[src/rtl/logic_unit_pipe.sv]
// Registered bitwise logic unit with one output stage and valid/ready flow control.
// Operand B may come from an internal accumulator so multi-beat frames can be reduced.
module logic_unit_pipe #(
  parameter int unsigned      WIDTH    = 8,
  parameter logic [WIDTH-1:0] ACC_INIT = {WIDTH{1'b1}},
  parameter int unsigned      CNT_W    = 8
) (
  input  logic             clk,
  input  logic             rst,
  input  logic             inValid,
  output logic             inReady,
  input  logic [WIDTH-1:0] inA,
  input  logic [WIDTH-1:0] inB,
  input  logic [2:0]       inOp,
  input  logic             inAccum,
  input  logic             inLast,
  output logic             outValid,
  input  logic             outReady,
  output logic [WIDTH-1:0] outY,
  output logic             outZero,
  output logic             outLast,
  output logic [CNT_W-1:0] outBeats
);

  typedef enum logic [2:0] {
    OP_AND  = 3'b000,
    OP_OR   = 3'b001,
    OP_XOR  = 3'b010,
    OP_NAND = 3'b011,
    OP_NOR  = 3'b100,
    OP_XNOR = 3'b101,
    OP_NOTA = 3'b110,
    OP_PASS = 3'b111
  } op_e;

  // Handshake: a beat transfers on an edge where valid && ready are both high.
  // inReady = !outValid || outReady, so a full register that is being drained
  // can take a new beat in the same cycle and continuous flow has no bubbles.

  logic             out_valid_q, out_valid_d;
  logic [WIDTH-1:0] y_q, y_d;
  logic             zero_q, zero_d;
  logic             last_q, last_d;
  logic [CNT_W-1:0] beats_q, beats_d;
  logic [WIDTH-1:0] acc_q, acc_d;
  logic [CNT_W-1:0] cnt_q, cnt_d;

  logic             accept;
  logic             consume;
  logic [WIDTH-1:0] op_b;
  logic [WIDTH-1:0] result;
  logic [CNT_W-1:0] cnt_inc;

  assign inReady = !out_valid_q || outReady;
  assign accept  = inValid && inReady;
  assign consume = out_valid_q && outReady;
  assign cnt_inc = cnt_q + CNT_W'(1);

  always_comb begin
    op_b   = inAccum ? acc_q : inB;
    result = inA;
    case (op_e'(inOp))
      OP_AND:  result = inA & op_b;
      OP_OR:   result = inA | op_b;
      OP_XOR:  result = inA ^ op_b;
      OP_NAND: result = ~(inA & op_b);
      OP_NOR:  result = ~(inA | op_b);
      OP_XNOR: result = ~(inA ^ op_b);
      OP_NOTA: result = ~inA;
      OP_PASS: result = inA;
      default: result = inA;
    endcase
  end

  always_comb begin
    out_valid_d = out_valid_q;
    y_d         = y_q;
    zero_d      = zero_q;
    last_d      = last_q;
    beats_d     = beats_q;
    acc_d       = acc_q;
    cnt_d       = cnt_q;
    if (accept) begin
      out_valid_d = 1'b1;
      y_d         = result;
      zero_d      = (result == '0);
      last_d      = inLast;
      beats_d     = cnt_inc;
      // Frame end re-arms the accumulator and counter for the next frame.
      acc_d       = inLast ? ACC_INIT : result;
      cnt_d       = inLast ? '0 : cnt_inc;
    end else if (consume) begin
      out_valid_d = 1'b0;
    end
  end

  always_ff @(posedge clk) begin
    if (rst) begin
      out_valid_q <= 1'b0;
      y_q         <= '0;
      zero_q      <= 1'b0;
      last_q      <= 1'b0;
      beats_q     <= '0;
      acc_q       <= ACC_INIT;
      cnt_q       <= '0;
    end else begin
      out_valid_q <= out_valid_d;
      y_q         <= y_d;
      zero_q      <= zero_d;
      last_q      <= last_d;
      beats_q     <= beats_d;
      acc_q       <= acc_d;
      cnt_q       <= cnt_d;
    end
  end

  assign outValid = out_valid_q;
  assign outY     = y_q;
  assign outZero  = zero_q;
  assign outLast  = last_q;
  assign outBeats = beats_q;

endmodule

[config.mk]
export PLATFORM = sky130hd
export DESIGN_NAME = logic_unit_pipe
export DESIGN_NICKNAME = d
export VERILOG_FILES = /design/src/rtl/logic_unit_pipe.sv
export SDC_FILE = /design/constraint.sdc
export NUM_CORES = 1
export LEC_CHECK = 0
export CORE_UTILIZATION = 40
export DETAILED_ROUTE_END_ITERATION = 12
export DONT_BUFFER_PORTS = 1
export REMOVE_ABC_BUFFERS = 1
export SLEW_MARGIN = 20
export SYNTH_ARGS = -nofsm -noshare
export SYNTH_HDL_FRONTEND = slang
export SYNTH_SLANG_ARGS = --single-unit
[constraint.sdc]
create_clock -name clk -period 5.45 [get_ports clk]
set_input_delay 0.8175 -clock clk [delete_from_list [all_inputs] [get_ports clk]]
set_output_delay 0.8175 -clock clk [all_outputs]
set_load 0.03 [all_outputs]
==> results of run 1 <==
==> path summary, 6_finish.rpt <==
kind / startpoint / endpoint / slack, ps / cells past startpoint
worst min register to register: cnt_q[1] / cnt_q[1] / 470 / 2
worst max-delay path: inAccum / outZero / 3110 / 7
worst min-delay path: cnt_q[1] / cnt_q[1] / 470 / 2
worst max register to register: acc_q[4] / outZero / 3350 / 7
==> per-stage QoR <==
stage | cells | setup slack [ps] | hold slack, ps
floorplan | 267 | 2710 | 438
global placement | 340 | 2830 | 456
detailed placement | 340 | 2810 | 461
CTS | 348 | 3120 | 471
global route | 348 | 2990 | 496
finish | 348 | 3110 | 465
==> flip-flops by register name (all words and copies together), names as in the netlist <==
| register | cells |
|---|---|
| outZero | 1 |
| acc_q | 8 |
| outBeats | 8 |
| outLast | 1 |
| outY | 8 |
| cnt_q | 8 |
| outValid | 1 |
==> kinds of logic after synthesis <==
kind of cell	Yosys count	share of synthesized area (%)
flip-flops	35	30.4
adder cells (fa/ha/maj)	17	9.22
AO/OA/AOI/OAI	67	17.4
buffers and inverters	42	7.43
multiplexers	19	11.1
AND/OR/NAND/NOR	94	19.9
XOR/XNOR	12	4.56
==> routing by layer <==
layer	GRT usage [%]	up-vias	part of all wire, %	routed length [um]
li1	-	965	-	-
met1	22.0	891	47	2330
met2	28.6	43	46	2260
met3	6.00	2	6.5	322
met4	3.33	0	0.30	15
met5	0	-	0	0
==> power by group <==
| part | switching (W) | leakage (nW) | internal [W] |
|---|---|---|---|
| clock network | 0.0000903 | 0.0422 | 0.0000897 |
| logic | 0.0000567 | 0.634 | 0.0000519 |
| registers | 0.0000279 | 0.287 | 0.000270 |
==> cell usage in the layout, fill, tap and decap left out, types with 3 or more instances in the layout <==
cell,Yosys,final
mux4_2,5,5
inv_2,3,3
a211oi_1,11,11
clkbuf_8,0,5
and3_1,5,5
o22ai_1,5,5
dfxtp_1,35,35
o21ai_0,9,9
ha_1,17,17
nand3b_1,3,3
a22oi_1,3,3
xnor2_1,10,10
a21oi_1,29,29
nand2_1,20,20
inv_1,20,20
nand2b_1,9,9
or2_1,4,4
nor2_1,37,37
nor3b_1,4,4
mux2i_1,11,11
==> worst max-delay path, stage by stage <==
cell and delay, ps:
mux2i_1 210, ha_1 280, mux2_1 290, mux4_2 520, nor3_2 160, nand4_1 130
o21ai_1 150
==> final cells by class <==
| class | instances | area, sq um |
|---|---|---|
| Fill cell | 597 | 3140 |
| Multi-Input combinational cell | 209 | 1430 |
| Sequential cell | 35 | 701 |
| Tap cell | 72 | 90.1 |
| Inverter | 23 | 86.3 |
| Clock buffer | 7 | 76.3 |
| Timing Repair Buffer | 1 | 7.51 |
| Clock inverter | 1 | 5.00 |
==> results.toml, run 1 <==
[cts]
cts_hold_buf = 0
clock_latency_ps = 280
clock_sinks = 35
clockBufferDepth = 2
cts_made_buffers = 5
cts_tree = "yes"
h-tree-depth = 2
post_cts_buffers = 0
cts_resized = 0
cts-root-buf = "clkbuf_8"
clk_pin_slew_ps = 70

[layout]
design_area_sq_mm = 0.00240
diodes = 0
area_growth_pct = 4.07
utilization_pct = 43.3
final_nets = 317
drive_above_1_share_pct = 7.25

[logic_synthesis]
yosys-top-cells-area = "dfxtp_1 (30%), ha_1 (9.2%), a21oi_1 (6.3%), nor2_1 (6.0%), mux4_2 (4.9%)"
synth.most_common_cell = "nor2_1"
yosysTopAreaCell = "dfxtp_1"
avgSynthCellArea_sq_um = 8.06
synth_edf_count = 0
ys_types = 43
synth_flop_cell = "dfxtp_1"
ys_ff_latch = 35
ys_top_cells_by_count = "nor2_1 (37), dfxtp_1 (35), a21oi_1 (29)"
yosysWarnings = 0
async_flop_share_pct = 0
ys_seq_area_share_pct = 30.4
synth_top_area_share_pct = 30.4
synth_cells = 286
synth_area_sq_mm = 0.00231

[timing]
hold_viol_final = 0
fmax_ghz = 0.426
fin_crit_ps = 2340
skew_ps = 8.05
tns_ps = 0
slew_violations = 0
rsz0062_at_grt = "false"
finalSetupViolations = 0
relSlewSlack_pct = 66.1
fin_crit_sh_pct = 43.0
tightestPinTransition_ps = 509

[place]
portBuffers = 0
post_dp_cell_area_sq_mm = 0.00232
place_congestion = 0.716
hpwlAfterDp_mm = 3.49

[grt]
grt_max_degree = 41
grt_usage_pct = 17.4
gr-total-overflow = 0
grt_pass1_vias = 1842
grt_pass1_wl_mm = 8.48
grt_antenna_before_repair = 0

[pwr]
peakVddDrop_mv = 0.101
power_density_mw_per_mm2 = 244
p_total_w = 0.000586
p_leak_nw = 0.963

[setup_path]
worst_setup_path_start_kind = "input pin"
critPathKind = "in -> reg"
crit_required_ps = 5660
cp.arrival_ps = 2560
cp_max_fo = 8
cp-end-kind = "flip-flop"

[floorplanning]
fp.dieW_um = 77.9
die-area_sq_mm = 0.00607
die_h_um = 77.9
rows = 27
start_util_pct = 41.6
core_area_sq_mm = 0.00554
ioPinCount = 45

[route]
antenna_left = 0
wl_mm = 4.93
wire_per_inst_um = 14.2
drt-pass1-iter-count = 4
num_vias = 1901
drc = 0
drt_iter0_drc = 103
viasPerCell = 5.46

[flow_run]
cap_viol_max_count = 0

[min_path]
hp-class = "reg -> reg"

[run_status]
status = "complete, no violations"
Note: power is estimated with default switching activity, not from simulation.
==> run 2: changes to the inputs <==
==> constraint.sdc (replaced) <==
create_clock -name clk -period 2.1 [get_ports clk]
set_input_delay 0.315 -clock clk [delete_from_list [all_inputs] [get_ports clk]]
set_output_delay 0.315 -clock clk [all_outputs]
set_load 0.03 [all_outputs]
==> run 2 against run 1 <==
- final area up 3.4%
- combinational power rose to 2.8 times the previous value
- core utilization up 1.5 points
- sequential power rose to 2.6 times the previous value
- clock skew down 4.9 ps
- first-iteration DRC count up 2.9%
- worst hold slack worse by 370 ps
- die area unchanged
- non-clock buffer count up 7
- critical endpoint unchanged
- global-route usage down 0.32 points
==> results.toml, run 2 (synthesis gave the netlist of run 1 again) <==
[timing]
tns_ps = 0
slew_violations = 0
relSlewSlack_pct = 66.2
fmax_ghz = 0.496
fin_ws_ps = 81.9
tightestPinTransition_ps = 506
rsz0062_at_grt = "true"
finalSetupViolations = 0
hold_viol_final = 0
fin_crit_ps = 2020
skew_ps = 3.13
fin_crit_sh_pct = 96.1

[layout]
area_growth_pct = 7.60
drive_above_1_share_pct = 11.7
final_nets = 324
design_area_sq_mm = 0.00248
utilization_pct = 44.8
layout_commonest_cell = "nor2_1"
diodes = 0
mostFrequentLayoutCells = "nor2_1 (36), dfxtp_1 (34), a21oi_1 (28), inv_1 (20), nand2_1 (20)"
fin_cells = 355

[setup_path]
slowest_delay_ps = 510
r2r-end = "outZero"
cp.arrival_ps = 2240
r2r_start = "acc_q[4]"
cp-end-kind = "flip-flop"
critPathKind = "reg -> reg"
cp_slowest_cell = "mux4_2"
r2r_cells = 7
crit_required_ps = 2330
worst_setup_path_start_kind = "flip-flop"
crit_path_cell_trace = "mux2i_1 -> ha_1 -> mux2_1 -> mux4_2 -> nor3_2 -> nand4_1 -> o21ai_1"
rrSetupSlack_ps = 80
cp_max_fo = 3

[floorplanning]
start_util_pct = 41.6
die_h_um = 77.9
fp.dieW_um = 77.9
rows = 27
ioPinCount = 45
core_area_sq_mm = 0.00554
die-area_sq_mm = 0.00607

[cts]
clock_sinks = 35
cts-root-buf = "clkbuf_8"
clk_pin_slew_ps = 70
cts_made_buffers = 5
h-tree-depth = 2
clock_latency_ps = 290
clockBufferDepth = 2
cts_tree = "yes"

[grt]
grt_pass1_wl_mm = 8.19
grt_usage_pct = 17.0
grt_pass1_vias = 1704
gr-total-overflow = 0
grt_max_degree = 37
grt_antenna_before_repair = 0

[pwr]
power_density_mw_per_mm2 = 622
peakVddDrop_mv = 0.372
p_leak_nw = 1.00

[place]
dp_cells = 346
dp_slack_ps = -14.4
portBuffers = 0
place_congestion = 0.746
post_dp_cell_area_sq_mm = 0.00236
hpwlAfterDp_mm = 3.58

[run_status]
status = "complete, no violations"

[route]
wl_mm = 4.96
antenna_left = 0
wire_per_inst_um = 14.0
drt-pass1-iter-count = 4
drc = 0
viasPerCell = 5.37
drt_iter0_drc = 106
num_vias = 1906

[min_path]
hp-class = "in -> reg"
whs_path_depth = 1
min-delay-start = "rst"
hold_end = "outValid"

[flow_run]
cap_viol_max_count = 0
-- run 2: report_power, final --
part           switching [W]  leakage [nW]  internal (W)
Clock               0.000230        0.0422      0.000232
Sequential         0.0000710         0.286      0.000700
Combinational       0.000156         0.672      0.000153
-- run 2: cell type report --
type	instances	area, sq um
multi-input combinational	209	1460
inverter	23	86.3
clock inverter	1	5.00
fill	567	3060
tap	72	90.1
clock buffer	7	76.3
timing repair buffer	8	60.1
sequential	35	702
-- run 2: critical path, delay by kind of cell, from the launching register on --
kind	cells	cell delay (ps)
fa+ha+maj	1	270
simple gates	2	280
compound gates	1	130
flops	1	310
mux	3	980
-- run 2: how the worst max path moves through the flow --
stage | slack, ps | start | to
after floorplan | -230 | outValid | cnt_q[2]
after global placement | 40 | inAccum | outZero
after detailed placement | -10 | inAccum | acc_q[3]
after CTS | 30 | acc_q[3] | acc_q[3]
after global routing | -0.7 | acc_q[4] | outZero
final | 80 | acc_q[4] | outZero
-- run 2: metrics by stage --
| stage | hold WS [ps] | power, W |
|---|---|---|
| 6_report | 90.7 | 0.00154 |
| 5_1_grt | 69.7 | 0.00164 |
| 4_1_cts | 83.4 | 0.00155 |
| 3_5_place_dp | 390 | 0.00108 |
| 3_3_place_gp | 389 | 0.00108 |
| 2_1_floorplan | 384 | 0.00101 |
-- run 2: timing repair --
item / in CTS / in global routing
resized for setup: 0 / 8
hold endpoints to repair: 0 / 0
setup buffers: 0 / 1
endpoints found under the setup margin: 0 / 2
hold buffers: 0 / 0
-- run 2: layer usage --
layer	up-vias	global-route usage, %	routed length, um	part of all wire [%]
met5	-	0	0	0
met4	0	3.89	49	0.99
met3	5	8.00	430	8.7
met2	34	26.0	2200	44
met1	892	21.7	2280	46
li1	975	-	-	-
